## src/rtl/uart_test_ctrl.sv

```systemverilog
// uart_test_ctrl: run-time test controller for the UART FIFO interface.
// Modes: 0 manual send, 1 arithmetic loopback, 2 burst generate + receive check, 3 receive sink.
// Ports:
//   clk, reset (async, active-low)
//   mode, send, clr, w_sw         : board controls (mode sampled only while idle)
//   tx_full, rx_empty, r_data     : UART FIFO status / RX head word
//   rd_uart, wr_uart, w_data      : FIFO pop/push strobes and push data (combinational)
//   rec_data, rx_cnt, err_cnt     : last popped word and saturating counters
//   busy, led                     : burst in progress, status display
module uart_test_ctrl #(
    parameter int unsigned DBIT      = 8,
    parameter int unsigned BURST_LEN = 16,
    parameter int unsigned CNT_W     = 16
) (
    input  logic             clk,
    input  logic             reset,
    input  logic [1:0]       mode,
    input  logic             send,
    input  logic             clr,
    input  logic [DBIT-1:0]  w_sw,
    input  logic             tx_full,
    input  logic             rx_empty,
    input  logic [DBIT-1:0]  r_data,
    output logic             rd_uart,
    output logic             wr_uart,
    output logic [DBIT-1:0]  w_data,
    output logic [DBIT-1:0]  rec_data,
    output logic [CNT_W-1:0] rx_cnt,
    output logic [CNT_W-1:0] err_cnt,
    output logic             busy,
    output logic [7:0]       led
);

    localparam int unsigned BcntW = $clog2(BURST_LEN + 1);
    localparam logic [CNT_W-1:0] CntMax = '1;

    typedef enum logic [0:0] {StIdle, StBurst} state_e;

    state_e            state_q, state_d;
    logic [1:0]        act_mode_q, act_mode_d;
    logic              send_q;
    logic [DBIT-1:0]   seq_q, seq_d;
    logic [DBIT-1:0]   exp_q, exp_d;
    logic [BcntW-1:0]  bcnt_q, bcnt_d;
    logic [DBIT-1:0]   rec_data_q;
    logic [CNT_W-1:0]  rx_cnt_q, err_cnt_q;
    logic              drop_q, rx_tgl_q;

    logic send_tick;
    logic drop_set;
    logic err_inc;

    assign send_tick = send & ~send_q;

    always_comb begin
        state_d    = state_q;
        act_mode_d = act_mode_q;
        seq_d      = seq_q;
        exp_d      = exp_q;
        bcnt_d     = bcnt_q;
        rd_uart    = 1'b0;
        wr_uart    = 1'b0;
        w_data     = '0;
        drop_set   = 1'b0;
        err_inc    = 1'b0;

        if (state_q == StIdle) begin
            act_mode_d = mode;
        end

        unique case (act_mode_q)
            2'd0: begin
                rd_uart = ~rx_empty;
                if (send_tick) begin
                    if (!tx_full) begin
                        wr_uart = 1'b1;
                        w_data  = w_sw;
                    end else begin
                        drop_set = 1'b1;
                    end
                end
            end
            2'd1: begin
                // Pop and push together so a full TX FIFO leaves the word in RX.
                if (!rx_empty && !tx_full) begin
                    rd_uart = 1'b1;
                    wr_uart = 1'b1;
                    w_data  = r_data + w_sw;
                end
            end
            2'd2: begin
                rd_uart = ~rx_empty;
                if (!rx_empty) begin
                    err_inc = (r_data != exp_q);
                    exp_d   = r_data + DBIT'(1);
                end
                if (state_q == StBurst && !tx_full) begin
                    wr_uart = 1'b1;
                    w_data  = seq_q;
                    seq_d   = seq_q + DBIT'(1);
                    bcnt_d  = bcnt_q + BcntW'(1);
                    if (bcnt_q == BcntW'(BURST_LEN - 1)) begin
                        state_d = StIdle;
                    end
                end
            end
            2'd3: begin
                rd_uart = ~rx_empty;
            end
            default: ;
        endcase

        // Burst entry overrides any receive-side update of exp in the same cycle.
        if (state_q == StIdle && send_tick && mode == 2'd2) begin
            state_d = StBurst;
            seq_d   = w_sw;
            exp_d   = w_sw;
            bcnt_d  = '0;
        end

        // Strobes must be quiet while reset is held, not just after the first edge.
        if (!reset) begin
            rd_uart  = 1'b0;
            wr_uart  = 1'b0;
            w_data   = '0;
            drop_set = 1'b0;
            err_inc  = 1'b0;
        end
    end

    always_ff @(posedge clk or negedge reset) begin
        if (!reset) begin
            state_q    <= StIdle;
            act_mode_q <= 2'd0;
            send_q     <= 1'b0;
            seq_q      <= '0;
            exp_q      <= '0;
            bcnt_q     <= '0;
            rec_data_q <= '0;
            rx_cnt_q   <= '0;
            err_cnt_q  <= '0;
            drop_q     <= 1'b0;
            rx_tgl_q   <= 1'b0;
        end else begin
            state_q    <= state_d;
            act_mode_q <= act_mode_d;
            send_q     <= send;
            seq_q      <= seq_d;
            exp_q      <= exp_d;
            bcnt_q     <= bcnt_d;
            if (rd_uart) begin
                rec_data_q <= r_data;
                rx_tgl_q   <= ~rx_tgl_q;
            end
            if (clr) begin
                rx_cnt_q  <= '0;
                err_cnt_q <= '0;
                drop_q    <= 1'b0;
            end else begin
                if (rd_uart && rx_cnt_q != CntMax) rx_cnt_q <= rx_cnt_q + CNT_W'(1);
                if (err_inc && err_cnt_q != CntMax) err_cnt_q <= err_cnt_q + CNT_W'(1);
                if (drop_set) drop_q <= 1'b1;
            end
        end
    end

    assign rec_data = rec_data_q;
    assign rx_cnt   = rx_cnt_q;
    assign err_cnt  = err_cnt_q;
    assign busy     = (state_q == StBurst);
    assign led      = {busy, ~tx_full, drop_q, |err_cnt_q, ~rx_empty, act_mode_q, rx_tgl_q};

endmodule

```

## config.mk

```make
export PLATFORM = sky130hd
export DESIGN_NAME = uart_test_ctrl
export DESIGN_NICKNAME = d
export VERILOG_FILES = /design/src/rtl/uart_test_ctrl.sv
export SDC_FILE = /design/constraint.sdc
export NUM_CORES = 1
export LEC_CHECK = 0
export CORE_MARGIN = 2
export CORE_UTILIZATION = 40
export CTS_CLUSTER_DIAMETER = 50
export CTS_CLUSTER_SIZE = 8
export DETAILED_ROUTE_END_ITERATION = 8
export GPL_TIMING_DRIVEN = 0
export HOLD_SLACK_MARGIN = 0.06
export PLACE_DENSITY_LB_ADDON = 0.12
export REMOVE_ABC_BUFFERS = 1
export SETUP_SLACK_MARGIN = 0.02
export SLEW_MARGIN = 10
export SYNTH_ARGS = -nofsm -noshare
export SYNTH_HDL_FRONTEND = slang
export SYNTH_SLANG_ARGS = --single-unit
```

## constraint.sdc

```tcl
create_clock -name clk -period 2.04 [get_ports clk]
set_input_delay 0.204 -clock clk [delete_from_list [all_inputs] [get_ports clk]]
set_output_delay 0.204 -clock clk [all_outputs]
set_load 0.02 [all_outputs]
```

==> results.sh <==
export IMPL_status="finished, violations left"
export IMPL_violations="negative setup slack"
export IMPL_holdWs_ns=0.192
export IMPL_drt_wl_total_mm=11.2
export IMPL_grt_met2_usage_pct=32.8
export IMPL_final_setup_viol_count=3
export IMPL_drive_gt1_share_pct=18.9
export IMPL_skew_ns=0.0133
export IMPL_diodes=0
export IMPL_use_met1_pct=27.5
export IMPL_ys_warn_count=0
export IMPL_vias=3870
export IMPL_yosys_top_cells_area="dfrtp_1 (41%), nand2_1 (6.2%), xnor2_1 (5.8%)"
export IMPL_antenna_found_initial=0
export IMPL_die_area_um2=11000
export IMPL_drt_antenna_violating_nets=0
export IMPL_p_total_mw=4.70
export IMPL_worstHoldPathType="input port to register"
export IMPL_fin_area_um2=5750
export IMPL_power_leakage_nw=2.36
export IMPL_syn_area_um2=4090
export IMPL_clock_sinks=67
export IMPL_io_pins=83
export IMPL_grt_pass1_wl_mm=18.2
export IMPL_ys_async_sr_fraction_pct=100
export IMPL_grt_pass1_vias=3650
export IMPL_end_kind="output port"
export IMPL_crit_arrival_ns=1.97
export IMPL_slew_viol_final=0
export IMPL_required_ns=1.84
export IMPL_setup_tns_ns=-0.296
export IMPL_yosysTopAreaCell="dfrtp_1"
export IMPL_slew_headroom_pct=57.9
export IMPL_core_um2=9860
export IMPL_grt_util_all_layers_pct=20.5
export IMPL_initial_core_util_pct=41.5
export IMPL_clkLatencyLatePin_ns=0.34
export IMPL_drt_iter0_drc=146
export IMPL_critPathMaxFanout=6
export IMPL_num_rows=36
export IMPL_dp_slack_ns=-1.11
export IMPL_rrSetupSlack_ns=0.10
export IMPL_synthCells=457
export IMPL_cts_buffers=9
export IMPL_wl_per_cell_um=16.0
export IMPL_drtPass1Iterations=4
export IMPL_yosysSeqAreaShare_pct=41.0
export IMPL_cts_tree="built"
export IMPL_tightest_slew_ns=0.631
export IMPL_placed_area_um2=5010
export IMPL_power_density_nw_per_um2=817
export IMPL_startpoint_type="register"
export IMPL_met3_usage_pct=3.12
export IMPL_syn_avg_cell_area_um2=8.95
export IMPL_die_h_um=105
export IMPL_routabilityCongestion=0.843
export IMPL_clk_pin_slew_ns=0.08
export IMPL_top_usage_layer="met2"
export IMPL_clock_fmax_ghz=0.461
export IMPL_grt_max_degree=39
export IMPL_synth_cell_types=55
export IMPL_synth_seq_cells=67
export IMPL_area_growth_pct=40.5
export IMPL_grt_ovfl_total=0
export IMPL_clk_path_buf_depth=2
export IMPL_h_tree_depth=3
export IMPL_rsz0062_at_grt="true"
export IMPL_worstSetupPathType="register to output port"
export IMPL_min_period_ns=2.17
export IMPL_fp_dieW_um=105
export IMPL_numPlacedInstances=652
export IMPL_clock_root_buffer="clkbuf_8"
export IMPL_viasPerCell=5.53
export IMPL_io_buffers=82
export IMPL_cap_violations=0
export IMPL_nets=601
export IMPL_synthDominantCellAreaShare_pct=41.0
export IMPL_min_period_over_period_pct=106
export IMPL_hold_violations=0
export IMPL_post_route_util_pct=58.3
export IMPL_synth_enable_flop_cells=0
export IMPL_final_cells=700
export IMPL_irDropWorstVdd_uv=412
export IMPL_drc=0
export IMPL_synth_top_flop_cell="dfrtp_1"
export IMPL_fin_ws_ns=-0.129
export IMPL_dp_hpwl_mm=7.54
[report_power, final]
group	internal (mW)	switching (mW)	total [mW]
clock network	0.848	0.539	1.39
registers	1.58	0.252	1.84
logic	0.724	0.748	1.47
total	3.16	1.54	4.70
[flip-flops by register name, summed over array words and instances (netlist names)]
signal      flops
act_mode_q      2
exp_q           8
seq_q           8
rx_tgl_q        1
busy            1
rec_data        8
err_cnt        16
drop_q          1
send_q          1
rx_cnt         16
bcnt_q          5
[placed cells by master, fill, tap and decap left out, drive strengths merged, types with 4 or more instances in the layout]
cell type      netlist  layout
nand2               68      68
dfrtp               67      67
clkdlybuf4s50        0      53
buf                  8      48
nor2                27      27
xnor2               27      27
o21ai               26      26
a21oi               21      21
nand4               20      20
nand3               20      20
inv                 18      19
ha                  14      14
xor2                12      12
nor3                12      12
clkbuf              15      10
and3                 9       9
dlygate4sd2          0       9
o31ai                8       8
or4                  7       7
nor4                 7       7
and4                 7       7
mux2i                6       6
a222oi               5       5
a21o                 4       4
or3                  4       4
a211oi               4       4
clkdlybuf4s15        0       4
nor3b                4       4
[cells in the mapped netlist, drive strengths merged (2+ instances only)]
| cell | instances |
|---|---|
| o41ai | 2 |
| nor4b | 2 |
| o21ai | 26 |
| nor3b | 4 |
| nor3 | 12 |
| or3 | 4 |
| inv | 18 |
| buf | 8 |
| nand4 | 20 |
| a31oi | 2 |
| and3 | 9 |
| a222oi | 5 |
| nand3 | 20 |
| a211oi | 4 |
| a22oi | 2 |
| nand2 | 68 |
| o31a | 3 |
| or4 | 7 |
| nor2b | 3 |
| and4 | 7 |
| o31ai | 8 |
| mux2 | 2 |
| dfrtp | 67 |
| a21o | 4 |
| nand2b | 2 |
| xor2 | 12 |
| xnor2 | 27 |
| nor4 | 7 |
| a21oi | 21 |
| nor2 | 27 |
| o311ai | 2 |
| clkbuf | 15 |
| o21a | 2 |
| ha | 14 |
| a211o | 2 |
| and2 | 2 |
| mux2i | 6 |
[final cells by class]
cell class                      count  area, µm²
Clock buffer                       10        138
Clock inverter                      6        111
Fill cell                         856       4120
Inverter                           18       70.1
Multi-Input combinational cell    349       2420
Sequential cell                    67       1680
Tap cell                          133        166
Timing Repair Buffer              117       1150
[metal layers]
| layer | vias up | share of wire [%] |
|---|---|---|
| met5 | - | 0 |
| met4 | 0 | 1.8 |
| met3 | 18 | 5.8 |
| met2 | 125 | 48 |
| met1 | 1849 | 45 |
| li1 | 1878 | - |
[cells by family (layout without fill, tap and decap cells)]
family,after synthesis,after routing,synth area share [%]
AOI/OAI and AO/OA,92,92,14.8
xor gates and xnor gates,39,39,8.35
adders and majority gates,15,15,4.77
buffers and inverters,41,151,4.44
DFF,67,67,41.0
muxes,8,8,2.02
and+or+nand+nor,195,195,24.6
[final timing paths]
path                                from       endpoint  cells after the start
max                        act_mode_q[1]      w_data[6]                      6
min                              w_sw[1]       seq_q[1]                      3
max reg2reg                act_mode_q[0]    err_cnt[13]                      7
min reg2reg                     rx_tgl_q       rx_tgl_q                      1
max in group asynchronous          reset  act_mode_q[1]                      5
min in group asynchronous          reset     err_cnt[5]                      5
[what timing repair did]
item	in CTS	in global routing
buffers inserted	14	12
hold endpoints to repair	67	0
hold buffers	6	0
pin swaps	12	21
setup endpoints to repair	32	22
cloned	0	1
resized for setup	118	25
[worst max-delay path: stages (launching register included)]
cell     delay (ns)
dfrtp_2        0.46
nor4b_4        0.37
nand2_2        0.12
or3_1          0.36
o221a_2        0.14
nand2_2        0.06
buf_6          0.11
No activity file was read; power rests on OpenSTA's default activity.
==> RTL change 1: new RTL, config.mk and constraints unchanged <==
Register the input `mode` before use. The logic sees it one clock later. The other inputs are not delayed to match.
--- a/src/rtl/uart_test_ctrl.sv
+++ b/src/rtl/uart_test_ctrl.sv
@@ -38,2 +38,8 @@
 
+    logic [1:0] mode_q;
+
+    always_ff @(posedge clk) begin
+        mode_q <= mode;
+    end
+
     state_e            state_q, state_d;
@@ -67,3 +73,3 @@
         if (state_q == StIdle) begin
-            act_mode_d = mode;
+            act_mode_d = mode_q;
         end
@@ -113,3 +119,3 @@
         // Burst entry overrides any receive-side update of exp in the same cycle.
-        if (state_q == StIdle && send_tick && mode == 2'd2) begin
+        if (state_q == StIdle && send_tick && mode_q == 2'd2) begin
             state_d = StBurst;
Function: changed (Yosys sat finds a counterexample within 4 cycles, from zero or initial values and one cycle with reset low).
==> RTL change 1 against the unedited design <==
The flow still finishes with violations (negative setup slack); count of clock-buffer cells in the layout rose by 2; design area rose by 2.7%; largest cell class unchanged; synthesized area fell by 0.34%; worst setup slack improved by 0.034 ns; maximum frequency rose by 1.6%; total power fell by 9.7%; wire length rose by 3.1%; sequential cell count rose by 2.
==> RTL change 1: results (changes against the unedited design) <==
routability cong.=0.841 (was 0.843); metal2 WL=5.74 mm (was 5.34 mm); WL met1=5.22 mm (was 4.99 mm); antenna fix cells=0 (unchanged); Reg2Reg Setup Slack=0.02 ns (was 0.10 ns); Final #Nets=600 (was 601); Synth Area in Compound Gates=13.3% (was 14.8%); violated checks=negative setup slack (unchanged); Sw Ratio=32.7% (was 32.8%); Fin Setup TNS=-0.332 ns (was -0.296 ns); Post-Synth Adder-Cell Area=4.79% (was 4.77%); Hold WS=0.0970 ns (was 0.192 ns); slew at the pin with the worst max-slew slack=0.968 ns (was 0.631 ns); post_cts resized=107 (was 118); VDD IR max=0.370 mV (was 0.412 mV); post-synthesis xor/xnor area fraction=8.60% (was 8.35%); CP max FO=5 (was 6); Hold WC Path Type=input pin to asynchronous set/reset pin (was input pin to flop); Post-Place Cells=637 (was 652); Post-Layout Cell Count=699 (was 700); first-pass GRT wire length=18.4 mm (was 18.2 mm); share of cells above drive strength 1=25.8% (was 18.9%); clock sinks=69 (was 67); # setup viols final=5 (was 3); M1 GR Usage=27.5% (about the same); Setup WS post-layout=-0.0948 ns (was -0.129 ns); Lkg Pwr=0.00234 uW (was 0.00236 uW); met2 GRT Util=34.9% (was 32.8%); Post-CTS Setup Repair Bufs=24 (was 14); register area share after synthesis=42.1% (was 41.0%); mux share of post-synthesis cell area=3.99% (was 2.02%); hold-fix buffers at CTS=3 (was 6); gr usage total=20.9% (was 20.5%); async set or reset register ratio after synthesis=97.1% (was 100%); clock skew=0.00937 ns (was 0.0133 ns); vias per cell=5.42 (was 5.53); GR Layer Usage met3=3.06% (was 3.12%); vias in the first global route=3653 (was 3650); met3 WL=395 um (was 643 um); top cells by area, synth=dfrtp_1 (41%), xnor2_1 (6.7%), ha_1 (4.3%) (was dfrtp_1 (41%), nand2_1 (6.2%), xnor2_1 (5.8%)); CP arrival=1.93 ns (was 1.97 ns); fillcell total=884 (was 856); largest net degree at the start of global routing=47 (was 39); placed inst area=5030 um^2 (was 5010 um^2); Reg2Reg Depth=6 (was 7); Cells after Synth=440 (was 457); Iteration-0 DRC Markers=148 (was 146); DP Worst Slack=-1.27 ns (was -1.11 ns); hpwl dp=7.36 mm (was 7.54 mm); status=complete, but fails checks (unchanged); top cells by count, synth=dfrtp_1 (67), nand2_1 (44), nor2_1 (36) (was nand2_1 (68), dfrtp_1 (67), nor2_1 (27), xnor2_1 (27), o21ai_0 (26))
==> RTL change 1: cell count changes after synthesis, moves of 4 or more <==
| cell | before | now |
|---|---|---|
| inv_1 | 18 | 12 |
| mux2_2 | 2 | 10 |
| o21ai_0 | 26 | 33 |
| nand4_1 | 20 | 15 |
| or3_1 | 4 | 10 |
| nor2_1 | 27 | 36 |
| nand2_1 | 68 | 44 |
| nor4_1 | 6 | 10 |
| xnor2_1 | 27 | 31 |
| nand3_1 | 20 | 14 |
==> RTL change 1: kinds of logic after synthesis <==
group,after synthesis
DFF,69
adders and majority gates,15
muxes,15
AOI/OAI and AO/OA,88
xor gates and xnor gates,40
buffers and inverters,35
and+or+nand+nor,178
==> RTL change 1: final timing paths <==
| kind | start | end |
|---|---|---|
| min | reset | err_cnt[4] |
| max | act_mode_q[0] | w_data[7] |
| max in group asynchronous | reset | err_cnt[6] |
| min in group clk | w_sw[0] | seq_q[0] |
| max reg2reg | err_cnt[1] | err_cnt[14] |
| min reg2reg | rx_tgl_q | rx_tgl_q |
==> RTL change 1: final cells by class <==
class	instances	area, um^2	share of cell area (%)
flip-flops and latches	69	1730	29.3
clock inverters	4	47.5	0.806
multi-input cells	337	2500	42.4
clock buffers	12	145	2.46
inverters	12	45.0	0.763
repair buffers	132	1270	21.5
well taps	133	166	2.82
==> RTL change 1: power by group through the flow <==
stage               sequential, uW  combinational [uW]  clock [uW]
floorplan                     1880                 552           0
global placement              1840                 999           0
detailed placement            1860                1040           0
CTS                           1830                1220        1160
global route                  1860                1390        1220
finish                        1830                1270        1140
==> RTL change 1: worst max-delay path, delay by kind of cell (launching register included) <==
kind	cells	cell delay, ns
flops	1	0.46
buf+inv	2	0.38
compound gates	2	0.24
simple gates	2	0.48
==> RTL change 2: new RTL, same settings <==
Made on the original files. Change the parameter `BURST_LEN` from 16 to 32.
--- a/src/rtl/uart_test_ctrl.sv
+++ b/src/rtl/uart_test_ctrl.sv
@@ -11,3 +11,3 @@
     parameter int unsigned DBIT      = 8,
-    parameter int unsigned BURST_LEN = 16,
+    parameter int unsigned BURST_LEN = 32,
     parameter int unsigned CNT_W     = 16
Check against the original RTL: no difference found for any inputs over 4 cycles, from zero or initial values and one cycle with reset low; that may be too few to reach the edited logic, so the function may still have changed.
==> RTL change 2 against the unedited design <==
The flow still finishes with violations (negative setup slack); critical endpoint unchanged; wire length grew 4.6%; utilization decreased by 1.3 points; synthesized area grew 1.4%; total power decreased by 5.1%; clock power fell by 29%; largest power group unchanged; worst setup slack lost 0.11 ns; hold slack got worse by 0.047 ns; design area increased by 0.96%; highest routed layer unchanged; non-clock buffer count fell by 2; largest cell class unchanged; synthesized cell count shrank 2.6%; sequential cell count increased by 1.
==> RTL change 2: results (changes against the unedited design) <==
Post-CTS Setup Repair Bufs=16 (was 14); met2 GRT Util=33.8% (was 32.8%); Hold EP=exp_q[0] (was seq_q[1]); Fin Setup TNS=-1.05 ns (was -0.296 ns); largest net degree at the start of global routing=42 (was 39); WL met1=5.31 mm (was 4.99 mm); DP Worst Slack=-1.25 ns (was -1.11 ns); HP Start=w_sw[0] (was w_sw[1]); Reg2Reg Depth=5 (was 7); VDD IR max=0.385 mV (was 0.412 mV); top cells by count, synth=dfrtp_1 (68), nand2_1 (46), nor2_1 (39) (was nand2_1 (68), dfrtp_1 (67), nor2_1 (27), xnor2_1 (27), o21ai_0 (26)); Pre-antenna DRT Iters=5 (was 4); status=complete, but fails checks (unchanged); mux share of post-synthesis cell area=5.31% (was 2.02%); Synth Area in Compound Gates=10.2% (was 14.8%); register area share after synthesis=41.0% (about the same); clock skew=0.0111 ns (was 0.0133 ns); Combinational Power Share=35.0% (was 31.3%); Post-Synth Adder-Cell Area=4.41% (was 4.77%); clock share of power=22.2% (was 29.5%); slew at the pin with the worst max-slew slack=1.04 ns (was 0.631 ns); drt total wl=11.7 mm (was 11.2 mm); slowest stage delay, CP=0.48 ns (was 0.46 ns); top cells by area, synth=dfrtp_1 (41%), xnor2_1 (6.8%), mux2_2 (4.3%) (was dfrtp_1 (41%), nand2_1 (6.2%), xnor2_1 (5.8%)); vias in the first global route=3747 (was 3650); first-pass GRT wire length=18.5 mm (was 18.2 mm); RR Startpoint=err_cnt[3] (was act_mode_q[0]); vias per cell=5.62 (was 5.53); # setup viols final=9 (was 3); FF-to-FF End=err_cnt[2] (was err_cnt[13]); Final #Nets=588 (was 601); share of cells above drive strength 1=22.6% (was 18.9%); routability cong.=0.817 (was 0.843); Hold WS=0.145 ns (was 0.192 ns); Post-Place Cells=644 (was 652); Setup WS post-layout=-0.238 ns (was -0.129 ns); violated checks=negative setup slack (unchanged)
-- RTL change 2: cell types whose count changed in the layout (fill, tap and decap cells not counted), sizes merged, moves of 6 or more --
cell   change
nand2     -22
nor2b      +6
a21oi      -8
inv        -9
mux2      +14
nor2      +12
nor4       +7
-- RTL change 2: area by class of cell --
type | instances | area, um^2 | share of cell area (%)
Clock inverter | 4 | 26.3 | 0.453
Tap cell | 136 | 170 | 2.93
Inverter | 10 | 37.5 | 0.647
Sequential cell | 68 | 1710 | 29.5
Timing Repair Buffer | 115 | 1130 | 19.5
Multi-Input combinational cell | 346 | 2590 | 44.6
Clock buffer | 11 | 141 | 2.44
-- RTL change 2: worst register-to-register path, stage by stage, from the launching register on --
cell     delay (ns)
dfrtp_1        0.48
and4_1         0.34
nand2_2        0.14
or3_1          0.40
nand3_1        0.12
mux2_2         0.33
